File: src/rtl/jamma_joy_serial_if.sv
// Pin-side and core-side signals of the JAMMA joystick chain reader.
// master: the chain reader itself; slave: whoever drives ce/joy_data and consumes the words.
interface jamma_joy_serial_if;
    logic        ce;
    logic        joy_data;
    logic        joy_clk;
    logic        joy_load;
    logic [11:0] joystick1;
    logic [11:0] joystick2;
    logic        frame_done;
    logic        changed;

    modport master (
        input  ce,
        input  joy_data,
        output joy_clk,
        output joy_load,
        output joystick1,
        output joystick2,
        output frame_done,
        output changed
    );

    modport slave (
        output ce,
        output joy_data,
        input  joy_clk,
        input  joy_load,
        input  joystick1,
        input  joystick2,
        input  frame_done,
        input  changed
    );
endinterface

File: src/rtl/jamma_joy_serial.sv
// Scans the JAMMA adapter shift-register chain and deserialises two active-low
// 12-bit player words, only passing a new value on after DEBOUNCE identical frames.
module jamma_joy_serial #(
    parameter int unsigned FRAME_LEN = 26,
    parameter int unsigned DEBOUNCE  = 2
) (
    input logic                clk,
    input logic                reset,
    jamma_joy_serial_if.master joy
);
    localparam int unsigned      SlotW     = $clog2(FRAME_LEN);
    localparam logic [SlotW-1:0] LastSlot  = SlotW'(FRAME_LEN - 1);
    localparam logic [2:0]       StableMax = 3'(DEBOUNCE);
    // Data slot k (= slot - 2): target bit, and whether it belongs to player 2.
    localparam logic [3:0] BitMap [24] = '{
        4'd8, 4'd6, 4'd5, 4'd4, 4'd3, 4'd2, 4'd1, 4'd0,
        4'd8, 4'd6, 4'd5, 4'd4, 4'd3, 4'd2, 4'd1, 4'd0,
        4'd10, 4'd11, 4'd9, 4'd7,
        4'd10, 4'd11, 4'd9, 4'd7
    };
    localparam logic [23:0] PlayerTwo = 24'h0FFF00;

    logic             data_meta, data_sync;
    logic             joy_clk_q, joy_clk_d;
    logic             joy_load_q, joy_load_d;
    logic [SlotW-1:0] slot_q, slot_d;
    logic [11:0]      j1_work_q, j1_work_d, j2_work_q, j2_work_d;
    logic [11:0]      j1_cap, j2_cap;
    logic [23:0]      shadow_q, shadow_d;
    logic [23:0]      out_q, out_d;
    logic [2:0]       stable_q, stable_d;
    logic             frame_done_q, frame_done_d;
    logic             changed_q, changed_d;
    logic             rise, frame_end, map_hit;
    logic [4:0]       map_idx;

    always_comb begin
        rise      = joy.ce & ~joy_clk_q;
        joy_clk_d = joy_clk_q ^ joy.ce;
        frame_end = rise && (slot_q == LastSlot);

        slot_d = slot_q;
        if (rise) begin
            slot_d = frame_end ? '0 : slot_q + 1'b1;
        end
        joy_load_d = rise ? (slot_d != '0) : joy_load_q;

        // Sampling is keyed on the slot being left, not the one being entered.
        map_idx = 5'(int'(slot_q) - 2);
        map_hit = rise && (int'(slot_q) >= 2) && (int'(slot_q) <= 25);
        j1_cap  = j1_work_q;
        j2_cap  = j2_work_q;
        if (map_hit) begin
            if (PlayerTwo[map_idx]) begin
                j2_cap[BitMap[map_idx]] = data_sync;
            end else begin
                j1_cap[BitMap[map_idx]] = data_sync;
            end
        end

        j1_work_d    = j1_cap;
        j2_work_d    = j2_cap;
        shadow_d     = shadow_q;
        stable_d     = stable_q;
        out_d        = out_q;
        frame_done_d = 1'b0;
        changed_d    = 1'b0;

        if (frame_end) begin
            // Fresh working words each frame so unmapped bits read as released.
            j1_work_d    = 12'hFFF;
            j2_work_d    = 12'hFFF;
            frame_done_d = 1'b1;
            if ({j1_cap, j2_cap} == shadow_q) begin
                if (stable_q != StableMax) begin
                    stable_d = stable_q + 1'b1;
                end
            end else begin
                shadow_d = {j1_cap, j2_cap};
                stable_d = 3'd1;
            end
            if ((stable_d == StableMax) && (shadow_d != out_q)) begin
                out_d     = shadow_d;
                changed_d = 1'b1;
            end
        end
    end

    always_ff @(posedge clk or posedge reset) begin
        if (reset) begin
            data_meta    <= 1'b1;
            data_sync    <= 1'b1;
            joy_clk_q    <= 1'b0;
            joy_load_q   <= 1'b1;
            slot_q       <= '0;
            j1_work_q    <= 12'hFFF;
            j2_work_q    <= 12'hFFF;
            shadow_q     <= 24'hFFFFFF;
            out_q        <= 24'hFFFFFF;
            stable_q     <= 3'd0;
            frame_done_q <= 1'b0;
            changed_q    <= 1'b0;
        end else begin
            data_meta    <= joy.joy_data;
            data_sync    <= data_meta;
            joy_clk_q    <= joy_clk_d;
            joy_load_q   <= joy_load_d;
            slot_q       <= slot_d;
            j1_work_q    <= j1_work_d;
            j2_work_q    <= j2_work_d;
            shadow_q     <= shadow_d;
            out_q        <= out_d;
            stable_q     <= stable_d;
            frame_done_q <= frame_done_d;
            changed_q    <= changed_d;
        end
    end

    assign joy.joy_clk    = joy_clk_q;
    assign joy.joy_load   = joy_load_q;
    assign joy.joystick1  = out_q[23:12];
    assign joy.joystick2  = out_q[11:0];
    assign joy.frame_done = frame_done_q;
    assign joy.changed    = changed_q;
endmodule

File: src/flat_wrapper.sv
// flat-port wrapper written by rule: the top's interface ports become plain ports
module jamma_joy_serial_flat 
#(
    parameter int unsigned FRAME_LEN = 26,
    parameter int unsigned DEBOUNCE  = 2
)
  (clk, reset, joy_ce, joy_joy_data, joy_joy_clk, joy_joy_load, joy_joystick1, joy_joystick2, joy_frame_done, joy_changed);
  jamma_joy_serial_if joy_i ();
  input logic clk;
  input logic reset;
  input wire logic [$bits(joy_i.ce)-1:0] joy_ce;
  input wire logic [$bits(joy_i.joy_data)-1:0] joy_joy_data;
  output wire logic [$bits(joy_i.joy_clk)-1:0] joy_joy_clk;
  output wire logic [$bits(joy_i.joy_load)-1:0] joy_joy_load;
  output wire logic [$bits(joy_i.joystick1)-1:0] joy_joystick1;
  output wire logic [$bits(joy_i.joystick2)-1:0] joy_joystick2;
  output wire logic [$bits(joy_i.frame_done)-1:0] joy_frame_done;
  output wire logic [$bits(joy_i.changed)-1:0] joy_changed;
  assign joy_i.ce = joy_ce;
  assign joy_i.joy_data = joy_joy_data;
  assign joy_joy_clk = joy_i.joy_clk;
  assign joy_joy_load = joy_i.joy_load;
  assign joy_joystick1 = joy_i.joystick1;
  assign joy_joystick2 = joy_i.joystick2;
  assign joy_frame_done = joy_i.frame_done;
  assign joy_changed = joy_i.changed;
  jamma_joy_serial #(.FRAME_LEN(FRAME_LEN), .DEBOUNCE(DEBOUNCE)) u_core (.clk(clk), .reset(reset), .joy(joy_i));
endmodule
File: config.mk
export PLATFORM = sky130hd
export DESIGN_NAME = jamma_joy_serial_flat
export DESIGN_NICKNAME = d
export VERILOG_FILES = /design/src/rtl/jamma_joy_serial_if.sv /design/src/rtl/jamma_joy_serial.sv /design/src/flat_wrapper.sv
export SDC_FILE = /design/constraint.sdc
export NUM_CORES = 1
export LEC_CHECK = 0
export BUFFER_PORTS_ARGS = -buffer_cell sky130_fd_sc_hd__clkbuf_2
export CORE_ASPECT_RATIO = 2
export CORE_UTILIZATION = 55
export CTS_BUF_LIST = sky130_fd_sc_hd__clkbuf_8
export DETAILED_ROUTE_END_ITERATION = 10
export GPL_ROUTABILITY_DRIVEN = 0
export PLACE_DENSITY = 0.84
export SYNTH_ARGS = -nofsm -noshare
export SYNTH_HDL_FRONTEND = slang
export SYNTH_SLANG_ARGS = --single-unit
export TNS_END_PERCENT = 10
File: constraint.sdc
create_clock -name clk -period 4 [get_ports clk]
set_input_delay 0 -clock clk [delete_from_list [all_inputs] [get_ports clk]]
set_output_delay 0 -clock clk [all_outputs]
set_load 0.005 [all_outputs]
### After elaboration in Yosys (flattened, before gate mapping)

Memory sizes are Yosys's and may differ from the RTL's.
Index checks and enable logic that the tools add are counted.

* register bits after elaboration: 86
* bits in read-only memories: 160
* input bits: 4
* output and inout port bits: 28
* logic and storage cells: 62
* memories kept: 2

Memory list
* (no name shown): words 32, bits a word 4, rd ports 1, clocked after Yosys merged registers in 0, write ports 0, line jamma_joy_serial.sv:55 `j2_cap[BitMap[map_idx]] = data_sync;`
* (no name shown): words 32, bits a word 1, rd ports 1, clocked after Yosys merged registers in 0, write ports 0, line jamma_joy_serial.sv:54 `if (PlayerTwo[map_idx]) begin`

* add/sub/neg operators: 3
* $lt $le $gt $ge: 6
* equality and inequality tests: 5
* mux-type cells: 23
* bitwise gates (word level): 4
* reduce and logical (&&, ||, !) cells: 7

Operators by type and width (number)
* $mux W12: 6
* $mux W24: 2
* $bwmux W12: 2
* $eq A24 B24 Y1: 1
* $ne A24 B24 Y1: 1
* $mux W5: 2
* $mux W3: 3
* $mux W4: 2
* $ge A6 B6 Y1 const B: 1
* $lt A5 B6 Y1 const B: 1
* $not A5 Y6: 1
* $add A5 B1 Y5 const B: 1
* $eq A5 B5 Y1 const B: 1
* $ge A5 B2 Y1 const B: 1
* $le A5 B5 Y1 const B: 1
* $logic_and A1 B1 Y1: 5
* $lt A4 B5 Y1 const B: 1
* $mux W1: 5
* $reduce_bool A5 Y1: 1
* $sub A5 B2 Y5 const B: 1
* $demux W1 S4: 1
* $ge A4 B1 Y1 const B: 1
* $add A3 B1 Y3 const B: 1
* $eq A3 B2 Y1 const B: 1
* other kinds (5): 5

### Longest topological paths before layout

* word-level depth: 19
* mapped depth: 16
* gate-level depth less buffers: 12

### Least setup slack after synthesis

OpenSTA, ideal clock, no wires.

* path kind: register -> register
* start: reg u_core.slot_q[1]
* end: reg u_core.out_q[10]
* setup time: 0.077 ns
* arrival: 4.284 ns
* required time: 3.923 ns
* setup slack: -0.361 ns
* cell stages (with the launch flop): 14
* path buffers: 2
* period minus slack after synthesis: 4.361 ns
* path through: dfrtp_1 -> inv_2 -> ha_1 -> clkbuf_1 -> nor2b_1 -> a221o_1 -> or4_1 -> and3_1 -> or4b_4 -> nor4_2 -> nand4_2 -> a311oi_4 -> buf_6 -> mux2i_1

* word-level cells in the longest chain between the ends: 18
* elaborated cells between the ends (all ways): 33
* classes of those cells: add/sub: 1; order compare: 4; eq/ne: 4; mux: 15; bitwise: 1; reduce/logical: 6; memory: 2

RTL lines
* start: declaration: line jamma_joy_serial.sv:26 `logic [SlotW-1:0] slot_q, slot_d;`
* start signal: assignment: line jamma_joy_serial.sv:108 `slot_q <= slot_d;`
* $sub A5 B2 Y5: line jamma_joy_serial.sv:49 `map_idx = 5'(int'(slot_q) - 2);`
* $not A5 Y6 (not written as such): line jamma_joy_serial.sv:55, jamma_joy_serial.sv:57
* $mem_v2 Z32 W4
* $mux W4 (not written as such) (2 in a row): line jamma_joy_serial.sv:55
* $lt A4 B5 Y1 (not written as such) / $ge A4 B1 Y1 (equally long branches): line jamma_joy_serial.sv:55
* $logic_and A1 B1 Y1 (not written as such): line jamma_joy_serial.sv:55
* $mux W1 (not written as such): line jamma_joy_serial.sv:55
* $demux W1 S4
* $bwmux W12, on equally long branches: line jamma_joy_serial.sv:55, jamma_joy_serial.sv:57
* $mux W12: line jamma_joy_serial.sv:54
* $mux W12: line jamma_joy_serial.sv:53 `if (map_hit) begin`
* $eq A24 B24 Y1: line jamma_joy_serial.sv:74 `if ({j1_cap, j2_cap} == shadow_q) begin`
* $mux W24 / $mux W3 (equally long branches): line jamma_joy_serial.sv:74
* $mux W24 / $mux W3 (equally long branches): line jamma_joy_serial.sv:69 `if (frame_end) begin`
* $ne A24 B24 Y1 / $eq A3 B2 Y1 (equally long branches): line jamma_joy_serial.sv:82 `if ((stable_d == StableMax) && (shadow_d != out_q)) begin`
* $logic_and A1 B1 Y1: line jamma_joy_serial.sv:82
* $reduce_and A2 Y1 (no source line)
* end signal: assignment: line jamma_joy_serial.sv:112 `out_q <= out_d;`
* end: declaration: line jamma_joy_serial.sv:30 `logic [23:0] out_q, out_d;`

Parallel ways exist; a longest one is shown, timed or not. The select of a mux whose other input is x is not followed.
A chain may end at the register's enable or synchronous reset.

### Final worst setup path

* start: reg u_core.slot_q[1]
* end: reg u_core.out_q[14]

Same word-level chain as after synthesis.

==> results.sh <==
export IMPL_outcome="finished, violations left"
export IMPL_failed_checks="negative setup slack"
export IMPL_irDropWorstVdd_uv=506
export IMPL_antenna_found_initial=0
export IMPL_combPwrFrac=0.593
export IMPL_fin_util=0.717
export IMPL_hold_slack_ns=0.266
export IMPL_fp_dieH_um=138
export IMPL_ys_ff_latch=86
export IMPL_drt_vias_per_instance=6.25
export IMPL_setup_violations=9
export IMPL_grt_max_degree=74
export IMPL_vias=4397
export IMPL_seqCellArea_sq_mm=0.00225
export IMPL_portBuffers=31
export IMPL_worst_slack_ns=-0.0522
export IMPL_synthCells=516
export IMPL_routedWlPerCell_um=19.7
export IMPL_p_switching_w=0.00231
export IMPL_cts_buffers_inserted=9
export IMPL_clk_latency_ns=0.38
export IMPL_async_flop_share=1.00
export IMPL_max_freq_mhz=247
export IMPL_maxCapViolCount=0
export IMPL_cts_max_path_buffers=2
export IMPL_crit_buf_inv=5
export IMPL_route_final_wire_length_mm=13.8
export IMPL_worst_setup_path_type="register to register"
export IMPL_design_area_sq_mm=0.00642
export IMPL_clkPwrFrac=0.125
export IMPL_fin_skew_ns=0.00669
export IMPL_p_sw_frac=0.445
export IMPL_drc=0
export IMPL_insertedDiodeCount=0
export IMPL_startpoint_type="register"
export IMPL_min_delay_start="joy_joy_data"
export IMPL_synth_area_sq_mm=0.00508
export IMPL_layout_min_cycle_time_ns=4.05
export IMPL_ys_seq_area_frac=0.442
export IMPL_core_sq_mm=0.00895
export IMPL_syn_avg_cell_area_sq_um=9.85
export IMPL_htreeDepth=3
export IMPL_cp_slowest_cell="or4_4"
export IMPL_worstPathCellList="clkinv_4, ha_4, mux2_4, o32ai_2, a221o_1, buf_12, or4_4, mux2i_4, xnor2_1, nor4_2, nand4_2, a311oi_4, buf_6, buf_12, buf_16, mux2i_2"
export IMPL_io_pins=32
export IMPL_post_dp_cell_area_sq_mm=0.00568
export IMPL_clk_pin_slew_ns=0.09
export IMPL_cts_root_buf="clkbuf_8"
export IMPL_report_final_slew_viol_count=0
export IMPL_cp_common_cell="buf_12"
export IMPL_cp_slowest_stage_delay_ns=0.54
export IMPL_worst_path_max_fanout=19
export IMPL_multiInputGateArea_sq_mm=0.00294
export IMPL_rsz0062_at_grt="true"
export IMPL_nets=612
export IMPL_cts_tree="yes"
export IMPL_crit_arrival_ns=4.35
export IMPL_power_density_mw_per_mm2=811
export IMPL_syn_nets=532
export IMPL_fin_crit_sh=1.01
export IMPL_hold_viol=0
export IMPL_yosys_warnings=0
export IMPL_ys_types=72
export IMPL_hold_class="input port to register"
export IMPL_drt_initial_drc_count=302
export IMPL_post_place_cells=670
export IMPL_path_delay_family="simple AND/OR/NAND/NOR gates"
export IMPL_crit_path_end_kind="register"
export IMPL_nFillCells=557
export IMPL_slew_headroom=0.407
export IMPL_worst_slew_pin_slew_ns=0.888
export IMPL_drive_above_1_share=0.426
export IMPL_drt_pass1_iter_count=6
export IMPL_r2r_start="u_core.slot_q[1]"
export IMPL_fin_cells=703
export IMPL_start_util=0.568
export IMPL_overflow=0
export IMPL_synthFlopType="dfstp_2"
export IMPL_rows=49
export IMPL_clock_sinks=86
export IMPL_dp_hpwl_mm=9.42
export IMPL_internal_power_w=0.00289
export IMPL_track_usage=0.289
export IMPL_grt_pass1_wl_mm=21.6
export IMPL_grt_pass1_vias=4483
export IMPL_cp_data_required_time_ns=4.30
export IMPL_pwr_share_seq=0.283
export IMPL_area_delta_synth_final_pct=26.2
export IMPL_synth_edf_count=0
export IMPL_dieArea_sq_mm=0.00965
export IMPL_ant_nets=0
export IMPL_p_total_w=0.00520
export IMPL_dieWidth_um=70.0
export IMPL_p_leak_nw=2.65
export IMPL_startpoint="u_core.slot_q[1]"
export IMPL_r2r_slack_ns=-0.05
[synth_stat cells, types with 3 or more instances]
cell type | n | area, sq um
a31oi_1 | 3 | 18.8
dfstp_2 | 75 | 1970
and2_1 | 11 | 68.8
clkbuf_1 | 17 | 63.8
o31a_1 | 4 | 35.0
nand4b_1 | 4 | 35.0
nor2b_1 | 8 | 50.1
buf_2 | 7 | 35.0
nor4_2 | 3 | 37.5
nand2b_1 | 10 | 62.6
a21o_1 | 4 | 30.0
o41ai_1 | 3 | 26.3
nor3_1 | 10 | 50.1
o21ai_0 | 30 | 150
xor2_1 | 3 | 26.3
nand3_1 | 13 | 65.1
nand2_1 | 62 | 233
mux2_2 | 3 | 33.8
and3_1 | 3 | 18.8
xnor2_1 | 30 | 263
mux2i_1 | 34 | 340
inv_1 | 38 | 143
or4_1 | 8 | 60.1
nor4_1 | 16 | 100
ha_1 | 12 | 150
o31ai_1 | 6 | 45.0
nor2_1 | 11 | 41.3
dfrtp_1 | 11 | 275
nand4_1 | 9 | 56.3
a21oi_1 | 14 | 70.1
[state kept, by name (all words and copies together), names as in the netlist, 3 cells and up]
| signal | cells |
|---|---|
| u_core.j1_work_q | 12 |
| u_core.j2_work_q | 12 |
| u_core.out_q | 24 |
| u_core.slot_q | 5 |
| u_core.stable_q | 3 |
| u_core.shadow_q | 24 |
[layout by cell type, fill, tap and decap left out, drive strengths merged, types with 4 or more instances in the layout]
master / count
nor2: 11
nor2b: 8
inv: 40
buf: 61
and2: 11
nand2: 63
nand3: 13
nand4: 10
o31ai: 7
o31a: 4
or4: 10
nand4b: 4
o21ai: 31
mux2i: 37
nor3: 11
dfstp: 75
a21o: 4
xnor2: 30
o41ai: 4
clkbuf: 41
a21oi: 14
nor4: 19
nand2b: 10
ha: 12
dfrtp: 11
[cell families (layout without fill, tap and decap cells)]
| group | Yosys count | count (layout) | synth area share |
|---|---|---|---|
| DFF | 86 | 86 | 0.442 |
| AOI/OAI and AO/OA | 95 | 95 | 0.133 |
| adders and majority gates | 12 | 12 | 0.0295 |
| buffers and inverters | 65 | 150 | 0.0527 |
| and+or+nand+nor | 185 | 185 | 0.203 |
| muxes | 40 | 40 | 0.0834 |
| xor gates and xnor gates | 33 | 33 | 0.0569 |
[final cells by class]
type,instances,share of cell area
clock buffer,10,0.0215
inverter,39,0.0238
tap,102,0.0199
sequential,86,0.351
multi-input combinational,365,0.458
timing repair buffer,95,0.116
clock inverter,6,0.0107
[worst reg2reg max path: stages (launching register included)]
cell and delay [ns]:
dfrtp_2 0.44, clkinv_4 0.12, ha_4 0.33, mux2_4 0.16, o32ai_2 0.09, a221o_1 0.34, buf_12 0.18, or4_4 0.54
mux2i_4 0.21, xnor2_1 0.21, nor4_2 0.29, nand4_2 0.18, a311oi_4 0.23, buf_6 0.16, buf_12 0.11, buf_16 0.13
mux2i_2 0.24
[path summary, 6_finish.rpt]
check	to	cells after the start
min in group asynchronous	u_core.slot_q[2]	3
hold reg to reg	u_core.data_sync	0
setup / recovery	u_core.out_q[14]	16
hold / removal	u_core.data_meta	2
setup reg to reg	u_core.out_q[14]	16
max in group asynchronous	u_core.shadow_q[18]	4
[stage by stage]
step	TNS, ns	setup slack (ns)
final	-0.226	-0.0522
after global routing	-3.54	-0.216
after CTS	0	0.00395
after detailed placement	-5.73	-0.289
after global placement	-1.42	-0.0776
after floorplan	0	0.0301
[power by group through the flow]
stage / registers [W] / logic, W / clock network [W]
after detailed placement: 0.00146 / 0.00244 / 0
after global placement: 0.00144 / 0.00236 / 0
after CTS: 0.00145 / 0.00273 / 0.000653
after floorplan: 0.00141 / 0.00165 / 0
after global routing: 0.00150 / 0.00327 / 0.000685
final: 0.00147 / 0.00308 / 0.000648
[routing by layer]
| metal | vias to the layer above | GRT usage | wire [um] |
|---|---|---|---|
| met5 | - | 0 | 0 |
| met4 | 0 | 0.190 | 827 |
| met3 | 63 | 0.0429 | 621 |
| met2 | 163 | 0.532 | 7560 |
| met1 | 2172 | 0.299 | 4820 |
| li1 | 1999 | - | - |
[what timing repair did]
item	in CTS	in global routing
resized for setup	29	33
hold buffers	3	0
gates cloned	1	0
buffers inserted	6	8
pin swaps	6	14
endpoints found under the setup margin	24	24
endpoints found under the hold margin	11	0
Power figures use the tool's default switching activity.
